### src/rtl/hilo_mpy_ctrl.sv
// HI/LO back end for a combinational 32x32 multiplier: holds operands over a multicycle path,
// captures the product, serves MFHI/MFLO/MTHI/MTLO. Optional read bypass: HILO_BYPASS_EN.
module hilo_mpy_ctrl #(
    parameter int unsigned LATENCY = 4,
    parameter int unsigned CW      = 4,
    localparam int unsigned DW     = 32
) (
    input  logic          clk,
    input  logic          reset,
    input  logic          start,
    input  logic [DW-1:0] op_s,
    input  logic [DW-1:0] op_t,
    output logic [DW-1:0] mpy_s,
    output logic [DW-1:0] mpy_t,
    input  logic [DW-1:0] mpy_hi,
    input  logic [DW-1:0] mpy_lo,
    input  logic          mthi,
    input  logic          mtlo,
    input  logic [DW-1:0] wr_data,
    input  logic          rd_en,
    input  logic          rd_sel,
    output logic [DW-1:0] rd_data,
    output logic          stall,
    output logic          busy,
    output logic          done,
    output logic          n_flag,
    output logic          z_flag
);

    typedef enum logic {
        IDLE = 1'b0,
        BUSY = 1'b1
    } state_e;

    state_e        state_q, state_d;
    logic [CW-1:0] cnt_q, cnt_d;
    logic [DW-1:0] hi_q, hi_d;
    logic [DW-1:0] lo_q, lo_d;
    logic [DW-1:0] mpy_s_q, mpy_s_d;
    logic [DW-1:0] mpy_t_q, mpy_t_d;
    logic          done_q, done_d;
    logic          n_q, n_d;
    logic          z_q, z_d;
    logic          last_c;

    // State and datapath registers
    always_ff @(posedge clk or negedge reset) begin
        if (!reset) begin
            state_q <= IDLE;
            cnt_q   <= '0;
            hi_q    <= '0;
            lo_q    <= '0;
            mpy_s_q <= '0;
            mpy_t_q <= '0;
            done_q  <= 1'b0;
            n_q     <= 1'b0;
            z_q     <= 1'b0;
        end else begin
            state_q <= state_d;
            cnt_q   <= cnt_d;
            hi_q    <= hi_d;
            lo_q    <= lo_d;
            mpy_s_q <= mpy_s_d;
            mpy_t_q <= mpy_t_d;
            done_q  <= done_d;
            n_q     <= n_d;
            z_q     <= z_d;
        end
    end

    // Next-state logic; start takes priority over a same-cycle MTHI/MTLO
    always_comb begin
        state_d = state_q;
        cnt_d   = cnt_q;
        hi_d    = hi_q;
        lo_d    = lo_q;
        mpy_s_d = mpy_s_q;
        mpy_t_d = mpy_t_q;
        done_d  = 1'b0;
        n_d     = n_q;
        z_d     = z_q;
        case (state_q)
            IDLE: begin
                if (start) begin
                    mpy_s_d = op_s;
                    mpy_t_d = op_t;
                    cnt_d   = CW'(LATENCY - 1);
                    state_d = BUSY;
                end else begin
                    if (mthi) hi_d = wr_data;
                    if (mtlo) lo_d = wr_data;
                end
            end
            BUSY: begin
                if (cnt_q == '0) begin
                    hi_d    = mpy_hi;
                    lo_d    = mpy_lo;
                    n_d     = mpy_hi[DW-1];
                    z_d     = ({mpy_hi, mpy_lo} == '0);
                    done_d  = 1'b1;
                    state_d = IDLE;
                end else begin
                    cnt_d = cnt_q - CW'(1);
                end
            end
            default: state_d = IDLE;
        endcase
    end

    assign busy   = (state_q == BUSY);
    assign last_c = busy && (cnt_q == '0);
    assign mpy_s  = mpy_s_q;
    assign mpy_t  = mpy_t_q;
    assign done   = done_q;
    assign n_flag = n_q;
    assign z_flag = z_q;

`ifdef HILO_BYPASS_EN
    // Forward the product in the capture cycle so a dependent read finishes a cycle early
    assign rd_data = last_c ? (rd_sel ? mpy_hi : mpy_lo) : (rd_sel ? hi_q : lo_q);
    assign stall   = rd_en && busy && !last_c;
`else
    assign rd_data = rd_sel ? hi_q : lo_q;
    assign stall   = rd_en && busy;
`endif

endmodule
### config.mk
export PLATFORM = sky130hd
export DESIGN_NAME = hilo_mpy_ctrl
export DESIGN_NICKNAME = d
export VERILOG_FILES = /design/src/rtl/hilo_mpy_ctrl.sv
export SDC_FILE = /design/constraint.sdc
export NUM_CORES = 1
export LEC_CHECK = 0
export ABC_AREA = 1
export CORE_MARGIN = 2
export CORE_UTILIZATION = 44
export CTS_CLUSTER_DIAMETER = 100
export DETAILED_ROUTE_END_ITERATION = 10
export PLACE_DENSITY = 0.79
export SLEW_MARGIN = 20
export SYNTH_ARGS = -nofsm -noshare
export SYNTH_HDL_FRONTEND = slang
export SYNTH_SLANG_ARGS = --single-unit
### constraint.sdc
create_clock -name clk -period 1.55 [get_ports clk]
set_input_delay 0.2325 -clock clk [delete_from_list [all_inputs] [get_ports clk]]
set_output_delay 0.2325 -clock clk [all_outputs]
set_load 0.005 [all_outputs]
==> results of run 1 <==
worst max-delay path by stage:
stage / startpoint / endpoint / slack [ps]
after floorplan: cnt_q[0] / hi_q[10] / 140
after global placement: start / hi_q[10] / -180
after detailed placement: cnt_q[0] / hi_q[27] / -240
after CTS: cnt_q[0] / lo_q[9] / -70
after global routing: cnt_q[1] / hi_q[11] / -10
final: busy / busy / 20
sequential cells by signal, summed over array words and instances, names as in the netlist:
register and count:
mpy_t 32, mpy_s 32, cnt_q 4, n_flag 1, z_flag 1, lo_q 32
busy 1, hi_q 32, done 1
layout make-up:
type	instances	area, µm²
Clock inverter	8	143
Tap cell	184	230
Inverter	41	156
Timing Repair Buffer	322	3410
Multi-Input combinational cell	658	2850
Clock buffer	23	488
Fill cell	1086	3850
Sequential cell	136	3400
worst max-delay path, delay by kind of cell (launching register included):
family	cells	cell delay [ps]
flops	1	420
buf+inv	2	450
power by group:
group / leakage, nW / total [mW] / switching (mW) / internal, mW
clock: 0.309 / 4.31 / 1.46 / 2.85
sequential: 1.69 / 6.01 / 0.762 / 5.25
combinational: 3.54 / 10.2 / 5.05 / 5.13
through the flow:
| step | util (%) | std cells | setup slack (ps) |
|---|---|---|---|
| after detailed placement | 65.2 | 1311 | -237 |
| after global routing | 73.5 | 1372 | -9.93 |
| after CTS | 72.3 | 1366 | -66.5 |
| after global placement | 65.2 | 1311 | -178 |
| after floorplan | - | 882 | 141 |
| final | 73.5 | 1372 | 24.6 |
routing by layer:
layer / GRT usage [%] / wire length, µm / share of wire (%) / vias to the layer above
met1: 32.7 / 8550 / 40 / 3131
li1: - / - / - / 3314
met3: 7.48 / 1670 / 7.8 / 42
met2: 45.9 / 10700 / 50 / 281
met5: 0 / 0 / 0 / -
met4: 8.02 / 547 / 2.5 / 0
cells in the final DEF (no fill, tap or decap), types with 4 or more instances in the layout:
cell type | Yosys | routed
sky130_fd_sc_hd__nand2_1 | 495 | 487
sky130_fd_sc_hd__clkdlybuf4s50_1 | 0 | 211
sky130_fd_sc_hd__dfrtp_1 | 136 | 135
sky130_fd_sc_hd__o21ai_1 | 56 | 59
sky130_fd_sc_hd__nor2_1 | 42 | 40
sky130_fd_sc_hd__inv_1 | 39 | 36
sky130_fd_sc_hd__dlygate4sd2_1 | 0 | 35
sky130_fd_sc_hd__o21ai_0 | 44 | 26
sky130_fd_sc_hd__buf_4 | 11 | 24
sky130_fd_sc_hd__clkbuf_16 | 0 | 19
sky130_fd_sc_hd__dlymetal6s2s_1 | 0 | 17
sky130_fd_sc_hd__o21ai_2 | 0 | 15
sky130_fd_sc_hd__buf_12 | 0 | 15
sky130_fd_sc_hd__buf_6 | 8 | 8
sky130_fd_sc_hd__nand2_2 | 0 | 7
sky130_fd_sc_hd__inv_2 | 1 | 4
sky130_fd_sc_hd__nor2_4 | 2 | 4
sky130_fd_sc_hd__clkbuf_8 | 0 | 4
sky130_fd_sc_hd__bufinv_16 | 0 | 4
synth_stat cells, types with 2 or more instances:
cell type / instances
sky130_fd_sc_hd__nand2_1: 495
sky130_fd_sc_hd__dfrtp_1: 136
sky130_fd_sc_hd__o21ai_1: 56
sky130_fd_sc_hd__o21ai_0: 44
sky130_fd_sc_hd__nor2_1: 42
sky130_fd_sc_hd__inv_1: 39
sky130_fd_sc_hd__buf_2: 16
sky130_fd_sc_hd__clkbuf_1: 12
sky130_fd_sc_hd__buf_4: 11
sky130_fd_sc_hd__buf_6: 8
sky130_fd_sc_hd__nand2_4: 3
sky130_fd_sc_hd__nand4_1: 3
sky130_fd_sc_hd__ha_1: 2
sky130_fd_sc_hd__nand3_1: 2
sky130_fd_sc_hd__nor2_4: 2
sky130_fd_sc_hd__o22ai_1: 2
repair_timing:
item / CTS / global route
pin swaps: 17 / 6
gates resized for setup: 91 / 47
setup endpoints to repair: 102 / 91
endpoints found under the hold margin: 136 / 0
cloned: 7 / 3
buffers inserted: 17 / 8
hold buffers: 1 / 0
cell families (layout without fill, tap and decap cells):
| family | Yosys count | after routing | synth area share (%) |
|---|---|---|---|
| XOR/XNOR | 2 | 2 | 0.267 |
| AO/OA/AOI/OAI | 103 | 103 | 7.92 |
| flip-flops | 136 | 136 | 51.9 |
| buffers and inverters | 89 | 394 | 6.98 |
| AND/OR/NAND/NOR | 550 | 551 | 32.6 |
| adder cells (fa/ha/maj) | 2 | 2 | 0.381 |
==> impl_summary.txt, run 1 <==
----------------------------------------------------
[Outcome]
  Result of the run ... complete, no violations

[Global route]
  Global route total overflow ... 0
  GRT Util Overall ... between 20% and 30%
  Pin count of the biggest net entering global routing ... 65
  Number of antenna violations at the first check in global routing ... 0
  First-pass GRT wire length ... 33400 µm
  Via count of the first global-routing pass ... 6518

[Setup path]
  R2R Path Start ... cnt_q[1]
  R2R setup slack ... around 50 ps
  Worst reg2reg endpoint ... hi_q[11]
  Slowest CP cell ... sky130_fd_sc_hd__dfrtp_2
  Worst-path cell chain ... buf_12 > dlygate4sd2_1
  Biggest cell delay along the critical path ... around 420 ps
  WS Path Type ... reg -> out
  Type of destination of the critical path ... primary output
  CP Data Required Time ... 1320 ps
  Crit path arrival time ... 1290 ps
  Critical Path Fanout Max ... 8
  FF-to-FF path depth ... 10
  Startpoint types ... register

[Routing]
  Initial drt markers ... ~430
  Per-cell via count in the routed design ... between 4 and 5
  Detail Route Antenna Nets ... 0
  Average detailed-routed wire length per instance ... 15.7 µm
  DR pass1 iterations ... 5
  Total Wirelength ... 21500 µm
  Drt drc ... 0
  Number of vias in the routed layout ... 6768

[Flow run]
  Max-capacitance violation count ... 0

[STA]
  Worst Max-Slew Pin Slew ... 454 ps
  Setup tns final ... 0 ps
  Worst clock skew ... 7.98 ps
  Slew Limit Fails ... 0
  Final critical path time including I/O delays and setup ... 1530 ps
  Final count of hold timing violations ... 0
  FMAX ... 656 MHz
  Tightest hold margin ... 199 ps
  Share of the clock period used by the worst path ... 98.4%
  Final count of negative-setup-slack endpoints ... 0
  Worst rel slew slack ... 69.7%

[Floorplan]
  Area of the die ... ~16000 µm²
  Top-level I/O count ... 268
  Die width ... between 100 and 150 µm
  Core area ... 14500 µm²
  Starting density of the core ... 45.1%
  Number of rows in the core area ... 44
  Vert. Die Dim ... 126 µm

[Synth]
  Synth top area cells ... sky130_fd_sc_hd__dfrtp_1 52%, sky130_fd_sc_hd__nand2_1 28%, sky130_fd_sc_hd__o21ai_1 4.3%
  Post-synthesis cell count ... 882
  Flops & latches, synth ... 136
  Post-synth top area share ... 51.9%
  Cell area after synthesis ... around 6600 µm²
  Fraction of registers with async set or reset after synthesis ... 100%
  Top FF cell, synth ... sky130_fd_sc_hd__dfrtp_1
  Cell type with the largest total area after synthesis ... sky130_fd_sc_hd__dfrtp_1
  Synthesized area per cell ... 7.44 µm²
  Portion of the post-synthesis area used by sequential elements ... about 52%
  Net count of the mapped netlist ... 1051
  Warnings from Yosys ... 0
  Number of library cell types mapped by synthesis ... 25
  Post-synth EDFFs ... 0

[Place]
  Final HPWL DP ... 14200 µm
  RD Place Congestion ... approximately 0.87
  Number of input and output port buffers inserted ... between 200 and 300
  Total placed instance area ... 9480 µm²

[Power]
  Total Power Consumption ... 20.5 mW
  Leak ... 5.54 nW
  Power density relative to cell area ... approximately 1900 nW/µm²
  Worst IR drop on VDD ... 1040 µV

[Clock tree]
  Clock sinks ... 136
  Clock Path Buffers ... 2
  Clock network latency to the later pin of the worst-skew pair ... roughly 410 ps
  Total clock buffers created by CTS ... 17
  CTS H-Tree Depth ... 4
  Root buffer cell ... sky130_fd_sc_hd__clkbuf_16
  CTS tree ... built
  Clock Pin Slew Worst Setup and Hold Paths ... 50 ps

[Final layout]
  Final design area excluding fillers ... 10700 µm²
  Proportion of layout cells with a drive suffix above 1 ... 10.7%
  Final nets ... roughly 1300
  Number of diodes ... 0
  Syn-to-layout area delta ... 62.8%

[Min path]
  Worst hold path class ... in -> async

----------------------------------------------------
Note: power is estimated with default switching activity, not from simulation.
==> run 2, diff against run 1 <==
--- a/config.mk
+++ b/config.mk
@@ -9,8 +9,10 @@
 export CORE_MARGIN = 2
 export CORE_UTILIZATION = 44
 export CTS_CLUSTER_DIAMETER = 100
+export CTS_CLUSTER_SIZE = 30
 export DETAILED_ROUTE_END_ITERATION = 10
 export PLACE_DENSITY = 0.79
+export REMOVE_ABC_BUFFERS = 1
 export SLEW_MARGIN = 20
 export SYNTH_ARGS = -nofsm -noshare
 export SYNTH_HDL_FRONTEND = slang
==> run 2 against run 1 <==
  * The run now ends with setup timing left
  * Critical path depth grew 9
  * Final area rose by 3.3%
  * First-iteration DRC count grew 10%
  * Via count grew 3.2%
  * Total power grew 5.2%
  * Fmax decreased by 6.9%
  * Count of clock-buffer cells in the layout fell by 4
  * Final cell count grew 1.2%
  * Clock skew grew 0.54 ps
  * Critical path type is now reg -> reg
  * Largest power group unchanged
  * Highest routed layer unchanged
==> impl_summary.txt, run 2 (synthesized netlist as in run 1, its figures left out) <==
----------------------------------------------------
[STA]
  Final count of negative-setup-slack endpoints ... 44
  Share of the clock period used by the worst path ... 106%
  Worst rel slew slack ... between 70% and 80%
  Slew Limit Fails ... 0
  Tightest hold margin ... between 150 and 200 ps
  Post-route setup slack ... -88.0 ps
  Final count of hold timing violations ... 0
  Final critical path time including I/O delays and setup ... 1640 ps
  Worst clock skew ... 8.51 ps
  FMAX ... 610 MHz
  Worst Max-Slew Pin Slew ... approximately 400 ps
  Setup repair after global routing missed its margin ... true

[Place]
  Final HPWL DP ... between 10000 and 15000 µm
  Number of input and output port buffers inserted ... 267
  RD Place Congestion ... 0.866

[Setup path]
  Startpoint types ... register
  Crit path arrival time ... 1940 ps
  WS Path Type ... reg -> reg
  Cell mode on critical path ... sky130_fd_sc_hd__buf_6
  Biggest cell delay along the critical path ... 380 ps
  CP Data Required Time ... 1850 ps
  Type of destination of the critical path ... register
  Slowest CP cell ... sky130_fd_sc_hd__dfrtp_1
  Worst-path cell chain ... inv_2 > ha_4 > nand3_4 > nand2_4 > nand2_8 > buf_12 > nor2_8 > buf_6 > buf_6 > buf_16 > o21ai_1
  Critical Path Fanout Max ... 6

[Routing]
  Total Wirelength ... about 22000 µm
  Average detailed-routed wire length per instance ... between 15 and 20 µm
  DR pass1 iterations ... 5
  Number of vias in the routed layout ... 6986
  Detail Route Antenna Nets ... 0
  Drt drc ... 0
  Per-cell via count in the routed design ... between 5 and 6
  Initial drt markers ... 478

[Flow run]
  Max-capacitance violation count ... 0

[Floorplan]
  Top-level I/O count ... between 200 and 300
  Die width ... 126 µm
  Area of the die ... 15900 µm²
  Vert. Die Dim ... 126 µm
  Core area ... 14500 µm²
  Starting density of the core ... 45.1%
  Number of rows in the core area ... 44

[Global route]
  Pin count of the biggest net entering global routing ... 55
  Via count of the first global-routing pass ... 7049
  Number of antenna violations at the first check in global routing ... 0
  GRT Util Overall ... 27.6%
  First-pass GRT wire length ... 34700 µm
  Global route total overflow ... 0

[Clock tree]
  CTS tree ... built
  Root buffer cell ... sky130_fd_sc_hd__clkbuf_16
  Clock Path Buffers ... 2
  Total clock buffers created by CTS ... 17
  Clock network latency to the later pin of the worst-skew pair ... 420 ps
  Clock sinks ... 136
  Clock Pin Slew Worst Setup and Hold Paths ... 60 ps
  CTS H-Tree Depth ... 4

[Outcome]
  Violations in the final reports ... setup timing
  Result of the run ... complete, but fails checks

[Power]
  Worst IR drop on VDD ... 986 µV
  Total Power Consumption ... 21.6 mW
  Power density relative to cell area ... 1960 nW/µm²
  Leak ... about 5.7 nW

[Final layout]
  Syn-to-layout area delta ... 68.1%
  Final nets ... 1360
  Number of diodes ... 0
  Commonest cells after routing, fill and taps aside ... 468 x sky130_fd_sc_hd__nand2_1, 213 x sky130_fd_sc_hd__clkdlybuf4s50_1, 135 x sky130_fd_sc_hd__dfrtp_1, 54 x sky130_fd_sc_hd__o21ai_2, 40 x sky130_fd_sc_hd__nor2_1
  Most common library cell in the layout ignoring fill and taps ... sky130_fd_sc_hd__nand2_1
  Proportion of layout cells with a drive suffix above 1 ... 17.2%

[Min path]
  Worst hold path class ... in -> async

----------------------------------------------------
## run 2: worst max-delay path: cells and delay by family (launching register included)
kind / cells / cell delay (ps)
flops: 1 / 380
compound gates: 1 / 60
fa+ha+maj: 1 / 140
buf+inv: 5 / 580
simple gates: 4 / 340
## run 2: layout make-up
class | instances | area, µm²
well taps | 184 | 230
flip-flops and latches | 136 | 3400
inverters | 41 | 159
multi-input cells | 658 | 3060
repair buffers | 337 | 3570
clock inverters | 13 | 151
fillers | 1029 | 3510
clock buffers | 19 | 453
## run 2: per-layer routing
metal / vias up / share of wire, % / wire, µm / track usage (%)
met4: 0 / 2.5 / 548 / 10.6
met1: 3285 / 39 / 8760 / 33.2
met5: - / 0 / 0 / 0
li1: 3353 / - / - / -
met2: 304 / 50 / 11300 / 47.2
met3: 44 / 8.0 / 1790 / 7.77
## run 2: path summary, 6_finish.rpt
path | startpoint | to | slack, ps | cells past startpoint
setup / recovery | cnt_q[0] | lo_q[14] | -90 | 11
hold / removal | reset | lo_q[17] | 180 | 2
setup reg to reg | cnt_q[0] | lo_q[14] | -90 | 11
hold reg to reg | mpy_t[1] | mpy_t[1] | 470 | 2
max in group asynchronous | reset | lo_q[8] | 870 | 3
min in group clk | op_t[28] | mpy_t[28] | 350 | 3
## run 2: through the flow
| step | setup TNS [ps] | setup WS, ps | instance area [µm²] | utilization (%) | instances |
|---|---|---|---|---|---|
| final | -1850 | -88.0 | 11000 | 75.9 | 1388 |
| after global routing | -5680 | -148 | 11000 | 75.9 | 1388 |
| after global placement | -8960 | -192 | 9500 | 65.3 | 1315 |
| after detailed placement | -10150 | -246 | 9500 | 65.3 | 1315 |
| after floorplan | -234340 | -1960 | 6260 | - | 834 |
| after CTS | -5270 | -145 | 10800 | 74.2 | 1383 |
## run 2: power by group
group / switching [mW] / total, mW / internal, mW / leakage, nW
Combinational: 5.66 / 11.4 / 5.72 / 3.71
Clock: 1.51 / 4.10 / 2.60 / 0.295
Sequential: 0.830 / 6.08 / 5.25 / 1.69
## run 2: repair_timing
item,in CTS,in global routing
resized for setup,127,86
setup buffers,26,9
hold buffers,1,0
gates cloned,9,1
endpoints found under the setup margin,101,93
pin swaps,15,12
hold endpoints to repair,136,0
